$ cat src/rtl/dma_csr_status_regs_if.sv
// Bus bundle for the DMA CSR block: status-update req/ack channel plus Avalon-MM slave port.
// The master modport is the host/upstream side; the slave modport is the CSR block.
interface dma_csr_status_regs_if;
    logic [31:0] csr_status_update_i;
    logic [3:0]  csr_status_update_be_i;
    logic        csr_status_update_rq_i;
    logic        csr_status_update_ack_o;
    logic [1:0]  avs_address_i;
    logic        avs_read_i;
    logic        avs_write_i;
    logic [31:0] avs_writedata_i;
    logic [3:0]  avs_byteenable_i;
    logic [31:0] avs_readdata_o;
    logic        avs_readdatavalid_o;

    modport master (
        output csr_status_update_i, csr_status_update_be_i, csr_status_update_rq_i,
        output avs_address_i, avs_read_i, avs_write_i, avs_writedata_i, avs_byteenable_i,
        input  csr_status_update_ack_o, avs_readdata_o, avs_readdatavalid_o
    );

    modport slave (
        input  csr_status_update_i, csr_status_update_be_i, csr_status_update_rq_i,
        input  avs_address_i, avs_read_i, avs_write_i, avs_writedata_i, avs_byteenable_i,
        output csr_status_update_ack_o, avs_readdata_o, avs_readdatavalid_o
    );
endinterface

$ cat src/rtl/dma_csr_status_regs.sv
// DMA STATUS/CONTROL register block with req/ack status-update merge and level interrupt.
// Optional interrupt coalescing is enabled by defining DMA_CSR_IRQ_COALESCE_EN.
module dma_csr_status_regs #(
    parameter logic [31:0] CTRL_RESET = 32'h0000_0000,
    parameter int          CNT_W      = 16
) (
    input  logic                    clk,
    input  logic                    reset_n,
    dma_csr_status_regs_if.slave    bus,
    output logic [31:0]             csr_control_o,
    output logic                    dma_interrupt_rq_o
);
    typedef enum logic [1:0] {ST_IDLE = 2'd0, ST_ACK = 2'd1, ST_HOLD = 2'd2} state_e;

    state_e             state_q, state_d;
    logic               ack_q, ack_d;
    logic               busy_q, busy_d, irq_q, irq_d, err_q, err_d;
    logic [7:0]         code_q, code_d;
    logic [CNT_W-1:0]   cnt_q, cnt_d;
    logic [31:0]        ctrl_q, ctrl_d;
    logic [31:0]        rdata_q, rdata_d;
    logic               rvalid_q, rvalid_d;
    logic               merge_s, event_s, irq_set_s, wr_status_s, wr_ctrl_s;
    logic [15:0]        cnt_ext_s;
    logic [31:0]        status_s, irqcnt_s;
    logic               unused_s;

    assign merge_s     = (state_q == ST_ACK);
    assign event_s     = merge_s & bus.csr_status_update_be_i[0] & bus.csr_status_update_i[1];
    assign wr_status_s = bus.avs_write_i & (bus.avs_address_i == 2'd0);
    assign wr_ctrl_s   = bus.avs_write_i & (bus.avs_address_i == 2'd1);
    assign unused_s    = ^{bus.csr_status_update_i[31:16], bus.csr_status_update_be_i[3]};

    // Update handshake FSM: one ack per request, rq must drop before the next one
    always_comb begin
        state_d = state_q;
        case (state_q)
            ST_IDLE: begin
                if (bus.csr_status_update_rq_i) state_d = ST_ACK;
                else                            state_d = ST_IDLE;
            end
            ST_ACK:  state_d = ST_HOLD;
            ST_HOLD: begin
                if (!bus.csr_status_update_rq_i) state_d = ST_IDLE;
                else                             state_d = ST_HOLD;
            end
            default: state_d = ST_IDLE;
        endcase
        ack_d = (state_d == ST_ACK);
    end

`ifdef DMA_CSR_IRQ_COALESCE_EN
    logic [15:0] coal_q, coal_d;
    logic [16:0] coal_inc_s;

    // Coalescing counter: raise irq_pending once the threshold of events is reached
    always_comb begin
        coal_inc_s = {1'b0, coal_q} + 17'd1;
        coal_d     = coal_q;
        irq_set_s  = 1'b0;
        if (event_s) begin
            if (coal_inc_s >= {1'b0, ctrl_q[31:16]}) begin
                irq_set_s = 1'b1;
                coal_d    = 16'h0000;
            end else begin
                coal_d    = coal_inc_s[15:0];
            end
        end else begin
            coal_d = coal_q;
        end
        if (wr_ctrl_s && (bus.avs_byteenable_i[2] || bus.avs_byteenable_i[3])) begin
            coal_d = 16'h0000;
        end else begin
            coal_d = coal_d;
        end
    end

    assign irqcnt_s = {16'h0000, coal_q};

    // Coalescing counter register
    always_ff @(posedge clk) begin
        if (!reset_n) coal_q <= 16'h0000;
        else          coal_q <= coal_d;
    end
`else
    assign irq_set_s = event_s;
    assign irqcnt_s  = 32'h0000_0000;
`endif

    // STATUS next state: host W1C first, then the update merge so a same-cycle set wins
    always_comb begin
        busy_d = busy_q;
        irq_d  = irq_q;
        err_d  = err_q;
        code_d = code_q;
        cnt_d  = cnt_q;
        if (wr_status_s && bus.avs_byteenable_i[0]) begin
            if (bus.avs_writedata_i[1]) irq_d = 1'b0; else irq_d = irq_q;
            if (bus.avs_writedata_i[2]) err_d = 1'b0; else err_d = err_q;
        end else begin
            irq_d = irq_q;
        end
        if (merge_s) begin
            if (bus.csr_status_update_be_i[0]) begin
                busy_d = bus.csr_status_update_i[0];
                if (bus.csr_status_update_i[2]) err_d = 1'b1; else err_d = err_d;
            end else begin
                busy_d = busy_q;
            end
            // Either byte 1 or byte 2 enabled refreshes the status code
            if (bus.csr_status_update_be_i[1] || bus.csr_status_update_be_i[2]) begin
                code_d = bus.csr_status_update_i[15:8];
            end else begin
                code_d = code_q;
            end
        end else begin
            code_d = code_q;
        end
        if (irq_set_s) irq_d = 1'b1; else irq_d = irq_d;
        if (event_s)   cnt_d = cnt_q + CNT_W'(1'b1); else cnt_d = cnt_q;
    end

    // CONTROL next state: byte-enabled host overwrite
    always_comb begin
        ctrl_d = ctrl_q;
        if (wr_ctrl_s) begin
            for (int b = 0; b < 4; b++) begin
                if (bus.avs_byteenable_i[b]) ctrl_d[8*b +: 8] = bus.avs_writedata_i[8*b +: 8];
                else                         ctrl_d[8*b +: 8] = ctrl_q[8*b +: 8];
            end
        end else begin
            ctrl_d = ctrl_q;
        end
    end

    // Read path: a read colliding with a write is dropped
    always_comb begin
        cnt_ext_s              = 16'h0000;
        cnt_ext_s[CNT_W-1:0]   = cnt_q;
        status_s               = {cnt_ext_s, code_q, 5'b00000, err_q, irq_q, busy_q};
        rvalid_d               = bus.avs_read_i & ~bus.avs_write_i;
        rdata_d                = 32'h0000_0000;
        if (rvalid_d) begin
            case (bus.avs_address_i)
                2'd0:    rdata_d = status_s;
                2'd1:    rdata_d = ctrl_q;
                2'd2:    rdata_d = irqcnt_s;
                default: rdata_d = 32'h0000_0000;
            endcase
        end else begin
            rdata_d = 32'h0000_0000;
        end
    end

    // State registers
    always_ff @(posedge clk) begin
        if (!reset_n) begin
            state_q  <= ST_IDLE;
            ack_q    <= 1'b0;
            busy_q   <= 1'b0;
            irq_q    <= 1'b0;
            err_q    <= 1'b0;
            code_q   <= 8'h00;
            cnt_q    <= '0;
            ctrl_q   <= CTRL_RESET;
            rdata_q  <= 32'h0000_0000;
            rvalid_q <= 1'b0;
        end else begin
            state_q  <= state_d;
            ack_q    <= ack_d;
            busy_q   <= busy_d;
            irq_q    <= irq_d;
            err_q    <= err_d;
            code_q   <= code_d;
            cnt_q    <= cnt_d;
            ctrl_q   <= ctrl_d;
            rdata_q  <= rdata_d;
            rvalid_q <= rvalid_d;
        end
    end

    assign bus.csr_status_update_ack_o = ack_q;
    assign bus.avs_readdata_o          = rdata_q;
    assign bus.avs_readdatavalid_o     = rvalid_q;
    assign csr_control_o               = ctrl_q;
    assign dma_interrupt_rq_o          = irq_q & ctrl_q[4];
endmodule

$ cat src/flat_wrapper.sv
// flat-port wrapper written by rule: the top's interface ports become plain ports
module dma_csr_status_regs_flat 
#(
    parameter logic [31:0] CTRL_RESET = 32'h0000_0000,
    parameter int          CNT_W      = 16
)
  (clk, reset_n, csr_control_o, dma_interrupt_rq_o, bus_csr_status_update_i, bus_csr_status_update_be_i, bus_csr_status_update_rq_i, bus_avs_address_i, bus_avs_read_i, bus_avs_write_i, bus_avs_writedata_i, bus_avs_byteenable_i, bus_csr_status_update_ack_o, bus_avs_readdata_o, bus_avs_readdatavalid_o);
  dma_csr_status_regs_if bus_i ();
  input  logic clk;
  input  logic reset_n;
  output logic [31:0] csr_control_o;
  output logic dma_interrupt_rq_o;
  input wire logic [$bits(bus_i.csr_status_update_i)-1:0] bus_csr_status_update_i;
  input wire logic [$bits(bus_i.csr_status_update_be_i)-1:0] bus_csr_status_update_be_i;
  input wire logic [$bits(bus_i.csr_status_update_rq_i)-1:0] bus_csr_status_update_rq_i;
  input wire logic [$bits(bus_i.avs_address_i)-1:0] bus_avs_address_i;
  input wire logic [$bits(bus_i.avs_read_i)-1:0] bus_avs_read_i;
  input wire logic [$bits(bus_i.avs_write_i)-1:0] bus_avs_write_i;
  input wire logic [$bits(bus_i.avs_writedata_i)-1:0] bus_avs_writedata_i;
  input wire logic [$bits(bus_i.avs_byteenable_i)-1:0] bus_avs_byteenable_i;
  output wire logic [$bits(bus_i.csr_status_update_ack_o)-1:0] bus_csr_status_update_ack_o;
  output wire logic [$bits(bus_i.avs_readdata_o)-1:0] bus_avs_readdata_o;
  output wire logic [$bits(bus_i.avs_readdatavalid_o)-1:0] bus_avs_readdatavalid_o;
  assign bus_i.csr_status_update_i = bus_csr_status_update_i;
  assign bus_i.csr_status_update_be_i = bus_csr_status_update_be_i;
  assign bus_i.csr_status_update_rq_i = bus_csr_status_update_rq_i;
  assign bus_i.avs_address_i = bus_avs_address_i;
  assign bus_i.avs_read_i = bus_avs_read_i;
  assign bus_i.avs_write_i = bus_avs_write_i;
  assign bus_i.avs_writedata_i = bus_avs_writedata_i;
  assign bus_i.avs_byteenable_i = bus_avs_byteenable_i;
  assign bus_csr_status_update_ack_o = bus_i.csr_status_update_ack_o;
  assign bus_avs_readdata_o = bus_i.avs_readdata_o;
  assign bus_avs_readdatavalid_o = bus_i.avs_readdatavalid_o;
  dma_csr_status_regs #(.CTRL_RESET(CTRL_RESET), .CNT_W(CNT_W)) u_core (.clk(clk), .reset_n(reset_n), .bus(bus_i), .csr_control_o(csr_control_o), .dma_interrupt_rq_o(dma_interrupt_rq_o));
endmodule
$ cat config.mk
export PLATFORM = sky130hd
export DESIGN_NAME = dma_csr_status_regs_flat
export DESIGN_NICKNAME = d
export VERILOG_FILES = /design/src/rtl/dma_csr_status_regs_if.sv /design/src/rtl/dma_csr_status_regs.sv /design/src/flat_wrapper.sv
export SDC_FILE = /design/constraint.sdc
export NUM_CORES = 1
export LEC_CHECK = 0
export ABC_AREA = 1
export CAP_MARGIN = 20
export CORE_UTILIZATION = 43
export DETAILED_ROUTE_END_ITERATION = 10
export PLACE_DENSITY = 0.77
export SLEW_MARGIN = 25
export SYNTH_ARGS = -nofsm -noshare
export SYNTH_HDL_FRONTEND = slang
export SYNTH_SLANG_ARGS = --single-unit
$ cat constraint.sdc
create_clock -name clk -period 1.4 [get_ports clk]
set_input_delay 0.28 -clock clk [delete_from_list [all_inputs] [get_ports clk]]
set_output_delay 0.28 -clock clk [all_outputs]
set_load 0.01 [all_outputs]
* Yosys cells after proc, flatten, opt, wreduce, memory -nomap -nowiden
Index checks and enable logic that the tools add are counted. Widths: inputs -> output; s select.
Storage, ports and cells: bits in registers 95, input port bits 79, output and inout bits 67, word-level logic and storage cells 51
Operators by class: add/sub/neg operators 1, equal/unequal tests 4, muxes and demuxes 12, bitwise gates (word level) 7, reductions and logical operators 14
Operators by type and width (number):
- $pmux 32 s2 | 1
- $add 16x1->16 const B | 1
- $reduce_and 2->1 | 8
- $mux 1 | 9
- $and 1x1->1 | 6
- $eq 2x1->1 const B | 3
- $pmux 2 s3 | 1
- $logic_not 2->1 | 2
- $reduce_bool 2->1 | 2
- $eq 2x2->1 const B | 1
- $mux 2 | 1
- $logic_and 1x1->1 | 1
- $logic_or 1x1->1 | 1
- $not 1->1 | 1

* Depth between registers and ports, before layout
Gate-level depths: netlist of the first run.
depth after elaboration 7, mapped depth 9, depth with buffers taken out 9

* Least setup slack after synthesis of the first run
No wires, ideal clock.
path type reg-to-reg, start register u_core.cnt_q[1], in the netlist u_core.cnt_ext_s[1], end register u_core.cnt_q[8], in the netlist u_core.cnt_ext_s[8], library setup time 0.113 ns, arrival time 1.156 ns, data required time 1.287 ns, slack 0.130 ns, cell stages (with the launch flop) 9, path buffers 0, clock period less this slack 1.270 ns, cell sequence dfxtp_1 -> ha_1 -> inv_1 -> nor2_1 -> nand2_1 -> nor2_2 -> nand2_1 -> o21ai_1 -> nor2_1
Between the ends: longest elaborated chain between the ends 1
Ends and longest elaborated chain:
- start: declaration | line dma_csr_status_regs.sv:19 | logic [CNT_W-1:0] cnt_q, cnt_d;
- start signal: assignment | line dma_csr_status_regs.sv:175 | cnt_q <= cnt_d;
- $add 16x1->16 | line dma_csr_status_regs.sv:120 | if (event_s) cnt_d = cnt_q + CNT_W'(1'b1); else cnt_d = cnt_q;
No other way between the ends. A chain may end at the register's enable or synchronous reset.

* Worst setup path after layout of the first run
start register u_core.cnt_q[1], in the netlist u_core.cnt_ext_s[1], end register u_core.cnt_q[10], in the netlist u_core.cnt_ext_s[10]
The elaborated chain is that of the path after synthesis.

==> results of run 1 <==
## final cells by class
cell class	instances	area [um2]	area share (%)
clock buffers	10	137.6	2.584
clock inverters	6	75.07	1.409
inverters	40	151.4	2.842
multi-input cells	325	1529	28.71
flip-flops and latches	95	1913	35.92
well taps	105	131.4	2.467
repair buffers	150	1389	26.07
## path summary, 6_finish.rpt
kind                                     from                                 to  slack, ns  depth (start not counted)
max          u_core.cnt_ext_s[1]$_SDFFE_PN0P_  u_core.cnt_ext_s[10]$_SDFFE_PN0P_       0.05                          9
min             u_core.code_q[7]$_SDFFE_PN0P_      u_core.code_q[7]$_SDFFE_PN0P_       0.45                          2
max reg2reg  u_core.cnt_ext_s[1]$_SDFFE_PN0P_  u_core.cnt_ext_s[10]$_SDFFE_PN0P_       0.05                          9
min reg2reg     u_core.code_q[7]$_SDFFE_PN0P_      u_core.code_q[7]$_SDFFE_PN0P_       0.45                          2
## cell usage in the layout, fill, tap and decap left out
cell type                         count
sky130_fd_sc_hd__inv_6                2
sky130_fd_sc_hd__nor2_1              41
sky130_fd_sc_hd__nand2_2              5
sky130_fd_sc_hd__dfxtp_2              6
sky130_fd_sc_hd__clkinv_1             2
sky130_fd_sc_hd__nor3_1               3
sky130_fd_sc_hd__clkbuf_8            10
sky130_fd_sc_hd__clkdlybuf4s50_1     56
sky130_fd_sc_hd__nor3b_1              4
sky130_fd_sc_hd__a21oi_1             71
sky130_fd_sc_hd__buf_4               24
sky130_fd_sc_hd__o21ai_0             19
sky130_fd_sc_hd__nand4_1              8
sky130_fd_sc_hd__dlygate4sd2_1       66
sky130_fd_sc_hd__buf_12               3
sky130_fd_sc_hd__clkinvlp_4           1
sky130_fd_sc_hd__clkdlybuf4s15_1      1
sky130_fd_sc_hd__nand2_1            123
sky130_fd_sc_hd__dfxtp_1             88
sky130_fd_sc_hd__ha_2                 1
sky130_fd_sc_hd__clkinv_4             1
sky130_fd_sc_hd__inv_8                1
sky130_fd_sc_hd__inv_1               37
sky130_fd_sc_hd__o21ai_1              1
sky130_fd_sc_hd__nand3_1             36
sky130_fd_sc_hd__dfxtp_4              1
sky130_fd_sc_hd__nor2_2               5
sky130_fd_sc_hd__bufinv_16            1
sky130_fd_sc_hd__nor2_4               5
sky130_fd_sc_hd__o21bai_4             1
sky130_fd_sc_hd__nand4_4              1
sky130_fd_sc_hd__clkinv_2             1
sky130_fd_sc_hd__o21ai_2              1
## cell usage after synthesis, drive strengths merged
master	instances	share of area (%)
nand2	128	13
dfxtp	95	52
a21oi	71	9.7
nor2	51	6.2
inv	37	3.8
nand3	36	4.9
o21ai	21	2.9
buf	14	2.5
clkbuf	9	0.92
nand4	9	1.9
nor3b	4	0.82
clkinv	3	0.34
nor3	3	0.41
ha	1	0.34
o21bai	1	0.51
## through the flow
step	TNS, ns	setup slack (ns)
finish	0	0.04897
floorplan	0	0.1305
global placement	-15.44	-0.2742
CTS	0	0.01488
detailed placement	-16.98	-0.2982
global route	-0.2491	-0.05074
## state kept, by name (all words and copies together), names as in the netlist
name and flops:
u_core.bus.avs_readdata_o 32, u_core.bus.avs_readdatavalid_o 1, u_core.bus.csr_status_update_ack_o 1, u_core.busy_q 1
u_core.cnt_ext_s 16, u_core.code_q 8, u_core.csr_control_o 32, u_core.err_q 1
u_core.irq_q 1, u_core.state_q 2
## timing repair
item | 4_1_cts | 5_1_grt
buffers inserted | 0 | 2
resized for setup | 70 | 17
pin swaps | 0 | 4
setup endpoints to repair | 69 | 17
## worst max-delay path: stages, from the launching register on
cell	delay, ns
sky130_fd_sc_hd__dfxtp_4	0.38
sky130_fd_sc_hd__ha_2	0.18
sky130_fd_sc_hd__inv_1	0.06
sky130_fd_sc_hd__nor2_2	0.13
sky130_fd_sc_hd__nand2_2	0.09
sky130_fd_sc_hd__nor2_4	0.18
sky130_fd_sc_hd__nand2_2	0.08
sky130_fd_sc_hd__nand2_1	0.07
sky130_fd_sc_hd__nand2_1	0.05
sky130_fd_sc_hd__nor2_1	0.08
## routing by layer
layer	global-route usage, %	share of wire, %	vias to the layer above
met4	7.576	1.5	0
met2	37.62	47	116
met5	0	0	-
met3	6.441	7.6	13
met1	26.47	44	1651
li1	-	-	1835
## where the power goes
| part | switching (mW) | internal (mW) |
|---|---|---|
| logic | 0.221 | 0.259 |
| registers | 0.0334 | 2.75 |
| clock network | 0.995 | 0.903 |
| total | 1.25 | 3.91 |
## cell families (layout without fill, tap and decap cells)
logic type / count (synthesis) / in the layout / share of synthesized area [%]
flops: 95 / 95 / 51.74
compound gates: 93 / 93 / 13.04
buf+inv: 63 / 206 / 7.522
simple gates: 231 / 231 / 27.37
fa+ha+maj: 1 / 1 / 0.3403
==> results summary, run 1 <==
The flow ran to the end, and the final reports show no timing, DRC or antenna violations. The number of rows in the core area is 33. In the final routed layout, each cell accounts on average for 13.01 um. The final-stage net count is 701. Sequential cells were found to cover 51.74% of the synthesized design area. The number of CTS-inserted buffers is 9. Detailed placement ended at an HPWL of 6.829 mm. The count of distinct cell types in the synthesized netlist is 23.

The effective utilization at floorplan is 44.52%. The repair_antennas step left the layout with diodes totalling 0. The number of non-filler instances in the completed layout is 731.

IR analysis of the VDD net gives a maximum drop of 0.5675 mV. The finished layout cell area is 5326 um2. The total chip power came out at 5.160 mW. The detail-routed via count per cell came out at 4.945. The area of the die is 8923 um2. The count of fill cells added during filler insertion is 730. Along the worst path, the maximum fanout reaches 6.

The highest clock rate is 740.2 MHz. The worst pin sits at a relative slew slack of 77.63%. The floorplan core area is 8258 um2. The violation count after the first detailed-route iteration came out at 118. The number of max-slew violations in the final report is 0. The post-detailed-placement cell area is 5141 um2. Clock-pin slew was measured on the worst setup and hold paths at 0.10 ns. In this run the power density over the cells is 968.8 nW/um2. The final estimated routing congestion in global placement came out at 0.8669.

The DRC violations left came out at 0. CTS placed an instance of sky130_fd_sc_hd__clkbuf_8 at the clock tree root. The die height is 94.46 um.

The final-report hold violation count is 0. The synthesized area came out at 3676 um2. Across all hold checks on the routed design, the worst slack comes to 0.4508 ns. The count of hold-fix buffers inserted at cts is 0.

Detailed routing inserted a total of 3615 vias. The source-to-sink clock delay at the later pin of the worst-skew pair is 0.36 ns. The Yosys warning count is 0. The per-instance average area after synthesis is 7.611 um2.

The maximum number of pins on one net before global-route repair is 30. Synthesis produced a netlist with a net count of 563. The clock period minus final worst setup slack is 1.351 ns.

The worst path required time came out at 1.71 ns. The total detailed-routing wirelength is 9.511 mm. The number of sinks driven by the clock tree is 95. The worst setup path is captured at a flip-flop.

Setup repair after global routing could not meet its margin everywhere. The global route total overflow came out at 0. The number of port buffers is 123. The largest clock skew in the final design is 0.008480 ns.

Setup violations remaining at the end of the flow were counted as 0. The type of the setup path with the least slack is reg2reg. The worst setup path is launched from a flip-flop. Global routing used 22.07% of the available tracks across all layers. Once detail routing completed, the nets flagged for antenna violations numbered 0.

The instance count of the mapped netlist came out at 483. The buffer depth of the longest clock path came out at 2. The slew at the pin with the worst max-slew slack is 0.3347 ns.

Across the run, the number of max-cap violations was 0. The number of global-route vias before repair was 3412. The placed cell count is 713. The clock tree from TritonCTS is done. The critical path arrival came out at 1.66 ns.

For this design the top-level I/O count stands at 146. The leakage component of the power is 2.220 nW. The final period utilization is 96.50%. The first TritonRoute pass finished after 4 iterations. The fraction of final layout cells with drive strength greater than 1 is 11.18%. The number of antenna violations at the first check in global routing came out at 0. The number of register bits inferred by synthesis came out at 95. The first global-routing pass estimated 15.30 mm of wire. The H-tree generated during clock tree synthesis spans 3 levels. The area growth from synthesis to layout came out at 44.89%. The overall die width is 94.46 um. The core occupancy in the finished layout is 64.50%. The tightest min-delay check is of the reg2reg type.
No activity file was read; power rests on OpenSTA's default activity.
==> run 2, diff against run 1 <==
ABC_CLOCK_PERIOD_IN_PS = 1400   (was unset)
CORE_MARGIN = 10   (was unset)
==> results summary, run 2 (synthesized netlist as in run 1, its figures left out) <==
The logic gate share of total power is 9.7%. The number of global-route vias before repair is 3781. The number of non-filler instances in the completed layout is 731.

The global-route wire length before repair came out at 18.18 mm. The analysis attributes to net switching a power of 1.170 mW. The number of max-slew violations in the final report is 0. The minimum setup slack in the final design is -0.00008893 ns.

The clock period minus final worst setup slack came out at 1.400 ns. The clock-pin slew of the registers on the worst-case setup and hold paths is 0.09 ns. The count of hold-fix buffers inserted at cts is 0.

The number of placed instances, taps included, is 715. The HPWL reported at the end of detailed placement is 8.246 mm. The detail-routed via count per cell came out at 5.047. The fraction of final layout cells with drive strength greater than 1 came out at 10.54%. After detailed routing, the number of remaining DRC violations is 0.

The total chip power is 5.052 mW. The number of rows in the core area came out at 33. The worst register-to-register path begins at u_core.cnt_ext_s[1]$_SDFFE_PN0P_. The tree is rooted in a sky130_fd_sc_hd__clkbuf_8. The path class of the tightest hold or removal check is reg2reg. Cells fill 64.64% of the core in the end. The checks that failed: setup timing. In this run the power density over the cells is 946.5 nW/um2. Setup repair after global routing could not meet its margin everywhere. In this run the critical register-to-register path is captured at u_core.cnt_ext_s[8]$_SDFFE_PN0P_.

TritonCTS created 9 clock buffers. STA classifies the critical path endpoint as a flip-flop. The CTS H-tree depth is 3. For the worst-skew pair, the clock arrives at the later sink with an insertion delay of 0.35 ns.

The aggregate negative setup slack is -0.00008893 ns. The number of cells on the worst reg-to-reg path came out at 9. The tightest slew margin relative to the limit came out at 79.12%. The worst hold path was traced through 2 stages. The final-report hold violation count is 0. The critical path is of the in2reg type. Dividing the detail-routed wire length by the instance count gives 14.88 um. The first TritonRoute pass finished after 4 iterations. The effective utilization at floorplan came out at 44.52%. The overall die width came out at 112.5 um. The setup slack of the worst register-to-register path came out at 0.12 ns.

Derived from the worst setup path, the maximum achievable clock frequency is 714.2 MHz. The number of diodes added for antenna fixing came out at 0. The I/O pin count came out at 146. The internal power summed over all cells is 3.882 mW. In this run the worst setup path begins at bus_avs_address_i[0]. The number of antenna violations at the first check in global routing came out at 0. The number of port buffers came out at 123. TritonCTS built the clock tree.

The highest fanout seen on the critical path came out at 27. The sequential cell area is 1917 um2. Global routing consumed, over all layers together, 17.03% of the routing resources. In the layout the commonest cells are sky130_fd_sc_hd__nand2_1 (126), sky130_fd_sc_hd__dfxtp_1 (87), sky130_fd_sc_hd__a21oi_1 (71), sky130_fd_sc_hd__dlygate4sd2_1 (66), sky130_fd_sc_hd__clkdlybuf4s50_1 (56). The total detailed-routing wirelength is 10.88 mm.

No sink is reached through more buffers than the 2 on the longest clock path. The area growth from synthesis to layout is 45.20%. CTS saw 95 sinks. In this run, the clock network consumes 35.2% of the power. The count of fill cells added during filler insertion came out at 739. At the end of routability-driven placement, the weighted congestion stood at 0.8322. The floorplan core area came out at 8258 um2.

In this run switching power makes up 23.17% of total power. The slew at the pin with the worst max-slew slack is 0.3122 ns. The portion of total power attributed to sequential cells is 55.1%. VDD sags by at most 0.5164 mV. The first routing iteration left 243 violations. The multi-input logic area is 1528 um2. The flow ran to the end, but the final reports show violations. STA classifies the critical path startpoint as an input pin. The number of vias in the routed layout is 3689. The critical hold path startpoint is u_core.code_q[1]$_SDFFE_PN0P_. The number of maximum-capacitance violations came out at 0. The global route total overflow came out at 0. The number of nets with antenna violations after routing is 0.

Of the available clock period, the critical path in the final layout requires 100.0%. STA puts the critical path data arrival time at 1.65 ns. The maximum number of pins on one net before global-route repair came out at 34. The largest clock skew in the final design is 0.006747 ns. The worst hold path terminates at u_core.code_q[1]$_SDFFE_PN0P_. Setup violations remaining at the end of the flow were counted as 1.

The leakage component of the power is 2.223 nW. The area of the die is 12650 um2. STA puts the critical path data required time at 1.65 ns. From bottom edge to top edge, the die measures 112.5 um. The final-stage net count came out at 702. Leaving out fill and tap cells, the most frequent cell in the layout is sky130_fd_sc_hd__nand2_1.
==> run 2: worst max-delay path by stage <==
stage	to	slack [ns]	depth (start not counted)
floorplan	u_core.cnt_ext_s[8]$_SDFFE_PN0P_	0.13	8
global placement	u_core.csr_control_o[10]$_SDFFE_PN0P_	-0.28	7
detailed placement	u_core.csr_control_o[11]$_SDFFE_PN0P_	-0.34	7
CTS	u_core.csr_control_o[11]$_SDFFE_PN0P_	0.02	7
global route	u_core.csr_control_o[11]$_SDFFE_PN0P_	-0.08	7
finish	u_core.csr_control_o[11]$_SDFFE_PN0P_	-0.00009	7
==> run 2: timing repair <==
item                                    CTS  global route
endpoints found under the setup margin   68            35
pin swaps                                 0             2
gates resized for setup                  70            16
setup buffers                             0             1
==> run 2: worst max-delay path: stages <==
cell and delay (ns):
sky130_fd_sc_hd__clkdlybuf4s50_1 0.52, sky130_fd_sc_hd__nand2_2 0.12, sky130_fd_sc_hd__nor2_2 0.16, sky130_fd_sc_hd__buf_12 0.19, sky130_fd_sc_hd__nand2_1 0.19, sky130_fd_sc_hd__nand2_1 0.13
sky130_fd_sc_hd__a21oi_1 0.07
==> run 2: layout make-up <==
type | count | area share (%)
tap | 105 | 2.461
inverter | 40 | 2.836
clock inverter | 3 | 0.8204
timing repair buffer | 151 | 26.63
multi-input combinational | 325 | 28.62
sequential | 95 | 35.91
clock buffer | 12 | 2.719
==> run 2: power groups by stage <==
stage	Clock, mW	Sequential, mW	Combinational (mW)
after detailed placement	0	2.85	0.509
after global placement	0	2.85	0.497
final	1.78	2.78	0.492
after global routing	1.91	2.79	0.538
after floorplan	0	2.85	0.178
after CTS	1.81	2.78	0.495
==> run 2: metal layers <==
layer,track usage (%),vias to the layer above,wire length [um]
met5,0,-,0
met4,5.668,0,102
met3,5.218,7,833
met2,28.31,132,5310
met1,20.42,1716,4634
li1,-,1834,-
==> run 2: metrics by stage <==
| stage | worst slack (ns) | cell area (um2) | hold slack, ns |
|---|---|---|---|
| finish | -0.00008893 | 5338 | 0.4497 |
| CTS | 0.01764 | 5294 | 0.4528 |
| global route | -0.07849 | 5338 | 0.4680 |
| floorplan | 0.1305 | 3676 | 0.4149 |
| global placement | -0.2835 | 5181 | 0.4314 |
| detailed placement | -0.3382 | 5181 | 0.4388 |
==> run 3, diff against run 2 <==
==> constraint.sdc (replaced) <==
create_clock -name clk -period 1.4 [get_ports clk]
set_input_delay 0.21 -clock clk [delete_from_list [all_inputs] [get_ports clk]]
set_output_delay 0.21 -clock clk [all_outputs]
set_load 0.01 [all_outputs]
==> results summary, run 3 (synthesized netlist as in run 1, its figures left out) <==
After clock tree synthesis, the flow added hold-fix buffers numbering 0. The startpoint identified for the worst register-to-register timing path is u_core.cnt_ext_s[1]$_SDFFE_PN0P_. The total area inside the core boundary comes to 8258 um2. The number of antenna violations at the first check in global routing is 0. The final-report hold violation count came out at 0. Across all setup checks in the final design, the least slack found is 0.08234 ns.

The clock reaches the later pin of the worst-skew pair after 0.36 ns. The count of buffers added on input and output ports is 123. In this run the worst setup path begins at u_core.irq_q$_SDFFE_PN0P_. The power density over cell area is 1005 nW/um2. The finished layout cell area is 5399 um2.

The fraction of final layout cells with drive strength greater than 1 is 10.99%. The slew at the pin with the worst max-slew slack came out at 0.3306 ns. The net switching component of the power is 1.220 mW. The pre-CTS setup slack came out at -0.2586 ns. The overall die width is 112.5 um.

After filler insertion, the fill cell instance count of the layout stands at 703. The library cells used most frequently in the layout, excluding fill and tap cells, are sky130_fd_sc_hd__nand2_1 (124), sky130_fd_sc_hd__dfxtp_1 (89), sky130_fd_sc_hd__a21oi_1 (71), sky130_fd_sc_hd__dlygate4sd2_1 (67), sky130_fd_sc_hd__clkdlybuf4s50_1 (56). The highest fanout seen on the critical path came out at 3. The clock-pin slew of the registers on the worst-case setup and hold paths came out at 0.09 ns. STA classifies the critical path endpoint as an output port. The number of vias in the routed layout is 3623.

146 I/O pins were placed. The area growth from synthesis to layout is 46.87%. The DRC violations left is 0. Clock tree synthesis found a total of 95 sinks. The number of max-slew violations in the final report is 0. The final period utilization came out at 94.12%.

The per-cell routed wire length is 14.86 um. The congestion estimate from routability-driven global placement came to 0.8399. The largest clock skew in the final design came out at 0.007803 ns. 0 antenna diodes ended up in the layout. The number of CTS-inserted buffers came out at 9.

TritonCTS built the clock tree. Final hold analysis gives a worst-case slack of 0.4222 ns. The share of total power in the clock network came out at 39.6%. The global route total overflow came out at 0. The internal power summed over all cells came out at 4.208 mW. The clock period minus final worst setup slack came out at 1.318 ns. In this run the deepest clock path goes through 2 buffers. The die covers 12650 um2. Traced cell by cell, the critical path runs through nand2_1 > inv_1 > dlygate4sd2_1. The number of nets with antenna violations after routing came out at 0. The post-detailed-placement cell area is 5194 um2. The HPWL reported at the end of detailed placement came out at 8.293 mm. In this run the core area contains 33 standard-cell rows.

The flow ran to the end, and the final reports show no timing, DRC or antenna violations. The leakage component of the power came out at 2.268 nW. The total detailed-routing wirelength is 10.90 mm. The combined buffer and inverter count along the critical path came out at 2.

The number of non-filler instances in the completed layout is 733. The tightest slew margin relative to the limit came out at 77.90%. Setup violations remaining at the end of the flow were counted as 0. STA classifies the critical path startpoint as a flip-flop. The final layout contains 703 nets.

The detail-routed via count per cell is 4.943. The global-route wire length before repair is 18.10 mm. The worst hold path belongs to the class in2reg. The number of global-route vias before repair came out at 3769. On the worst path, the slowest cell contributes a delay of 0.37 ns.

After detailed placement, the design holds a cell count of 715. The worst path required time came out at 1.19 ns. The highest clock rate is 758.9 MHz.

The cell family with the largest share of critical-path delay is flip-flops. Of the total power, combinational logic draws 9.1%. The critical hold path startpoint is bus_avs_writedata_i[16].

The detailed router finished its first iteration with 228 violations. The library cell used most frequently in the layout, excluding fill and tap cells, is sky130_fd_sc_hd__nand2_1. The slowest stage of the critical path is the sky130_fd_sc_hd__dfxtp_1 cell. The type of the setup path with the least slack is reg2out. Setup repair after global routing could not meet its margin everywhere. Across the run, the number of max-cap violations was 0. The length of the first detailed-routing pass in iterations came out at 4. The critical path arrival came out at 1.11 ns. The portion of total power attributed to sequential cells came out at 51.2%. The H-tree generated during clock tree synthesis spans 3 levels. The die height is 112.5 um. Of the total power, the share spent switching nets is 22.47%. The cell sitting at the root of the clock tree is a sky130_fd_sc_hd__clkbuf_8. The overall track demand over capacity in global routing came out at 17.15%. The maximum number of pins on one net before global-route repair is 34. The core occupancy in the finished layout is 65.38%.

The effective utilization at floorplan came out at 44.52%. The worst-case IR drop observed on VDD is 0.6010 mV.
==> run 3: per-layer routing <==
| layer | track usage [%] | up-vias | part of all wire (%) | wire (um) |
|---|---|---|---|---|
| met1 | 19.54 | 1652 | 43 | 4695 |
| met4 | 7.276 | 0 | 2.1 | 228 |
| li1 | - | 1834 | - | - |
| met2 | 28.93 | 120 | 48 | 5183 |
| met3 | 5.325 | 17 | 7.2 | 788 |
| met5 | 0.7843 | - | 0 | 0 |
==> run 3: worst paths after layout <==
kind / to / slack [ns] / cells past startpoint
worst max register to register: u_core.cnt_ext_s[8]$_SDFFE_PN0P_ / 0.09 / 8
worst min register to register: u_core.busy_q$_SDFFE_PN0N_ / 0.45 / 2
worst max-delay path: dma_interrupt_rq_o / 0.08 / 3
worst min-delay path: u_core.csr_control_o[16]$_SDFFE_PN0P_ / 0.42 / 3
==> run 3: power by group through the flow <==
| stage | combinational, mW | sequential [mW] | clock [mW] |
|---|---|---|---|
| after floorplan | 0.178 | 2.85 | 0 |
| after global placement | 0.500 | 2.85 | 0 |
| after detailed placement | 0.511 | 2.85 | 0 |
| after CTS | 0.497 | 2.78 | 2.18 |
| after global routing | 0.541 | 2.79 | 2.29 |
| final | 0.496 | 2.78 | 2.15 |
==> run 3: worst register-to-register path: cells and delay by family (launching register included) <==
kind / cells / cell delay, ns
compound gates: 1 / 0.12
simple gates: 5 / 0.50
buf+inv: 1 / 0.07
fa+ha+maj: 1 / 0.16
flops: 1 / 0.37
==> run 3: metrics by stage <==
step | TNS [ns] | power [mW]
2_1_floorplan | 0 | 3.032
3_3_place_gp | -9.443 | 3.346
3_5_place_dp | -11.82 | 3.359
4_1_cts | 0 | 5.466
5_1_grt | -0.03962 | 5.622
6_report | 0 | 5.428
==> run 3: final cells by class <==
class                           instances  area (um2)  area share (%)
Clock buffer                            9       123.9           2.294
Clock inverter                          7       117.6           2.178
Inverter                               40       151.4           2.804
Multi-Input combinational cell        325        1520           28.16
Sequential cell                        95        1914           35.46
Tap cell                              105       131.4           2.433
Timing Repair Buffer                  152        1440           26.67
==> run 3: timing repair <==
action	4_1_cts	5_1_grt
endpoints found under the hold margin	0	0
pin swaps	0	2
endpoints found under the setup margin	69	10
buffers inserted	0	2
gates resized for setup	70	13
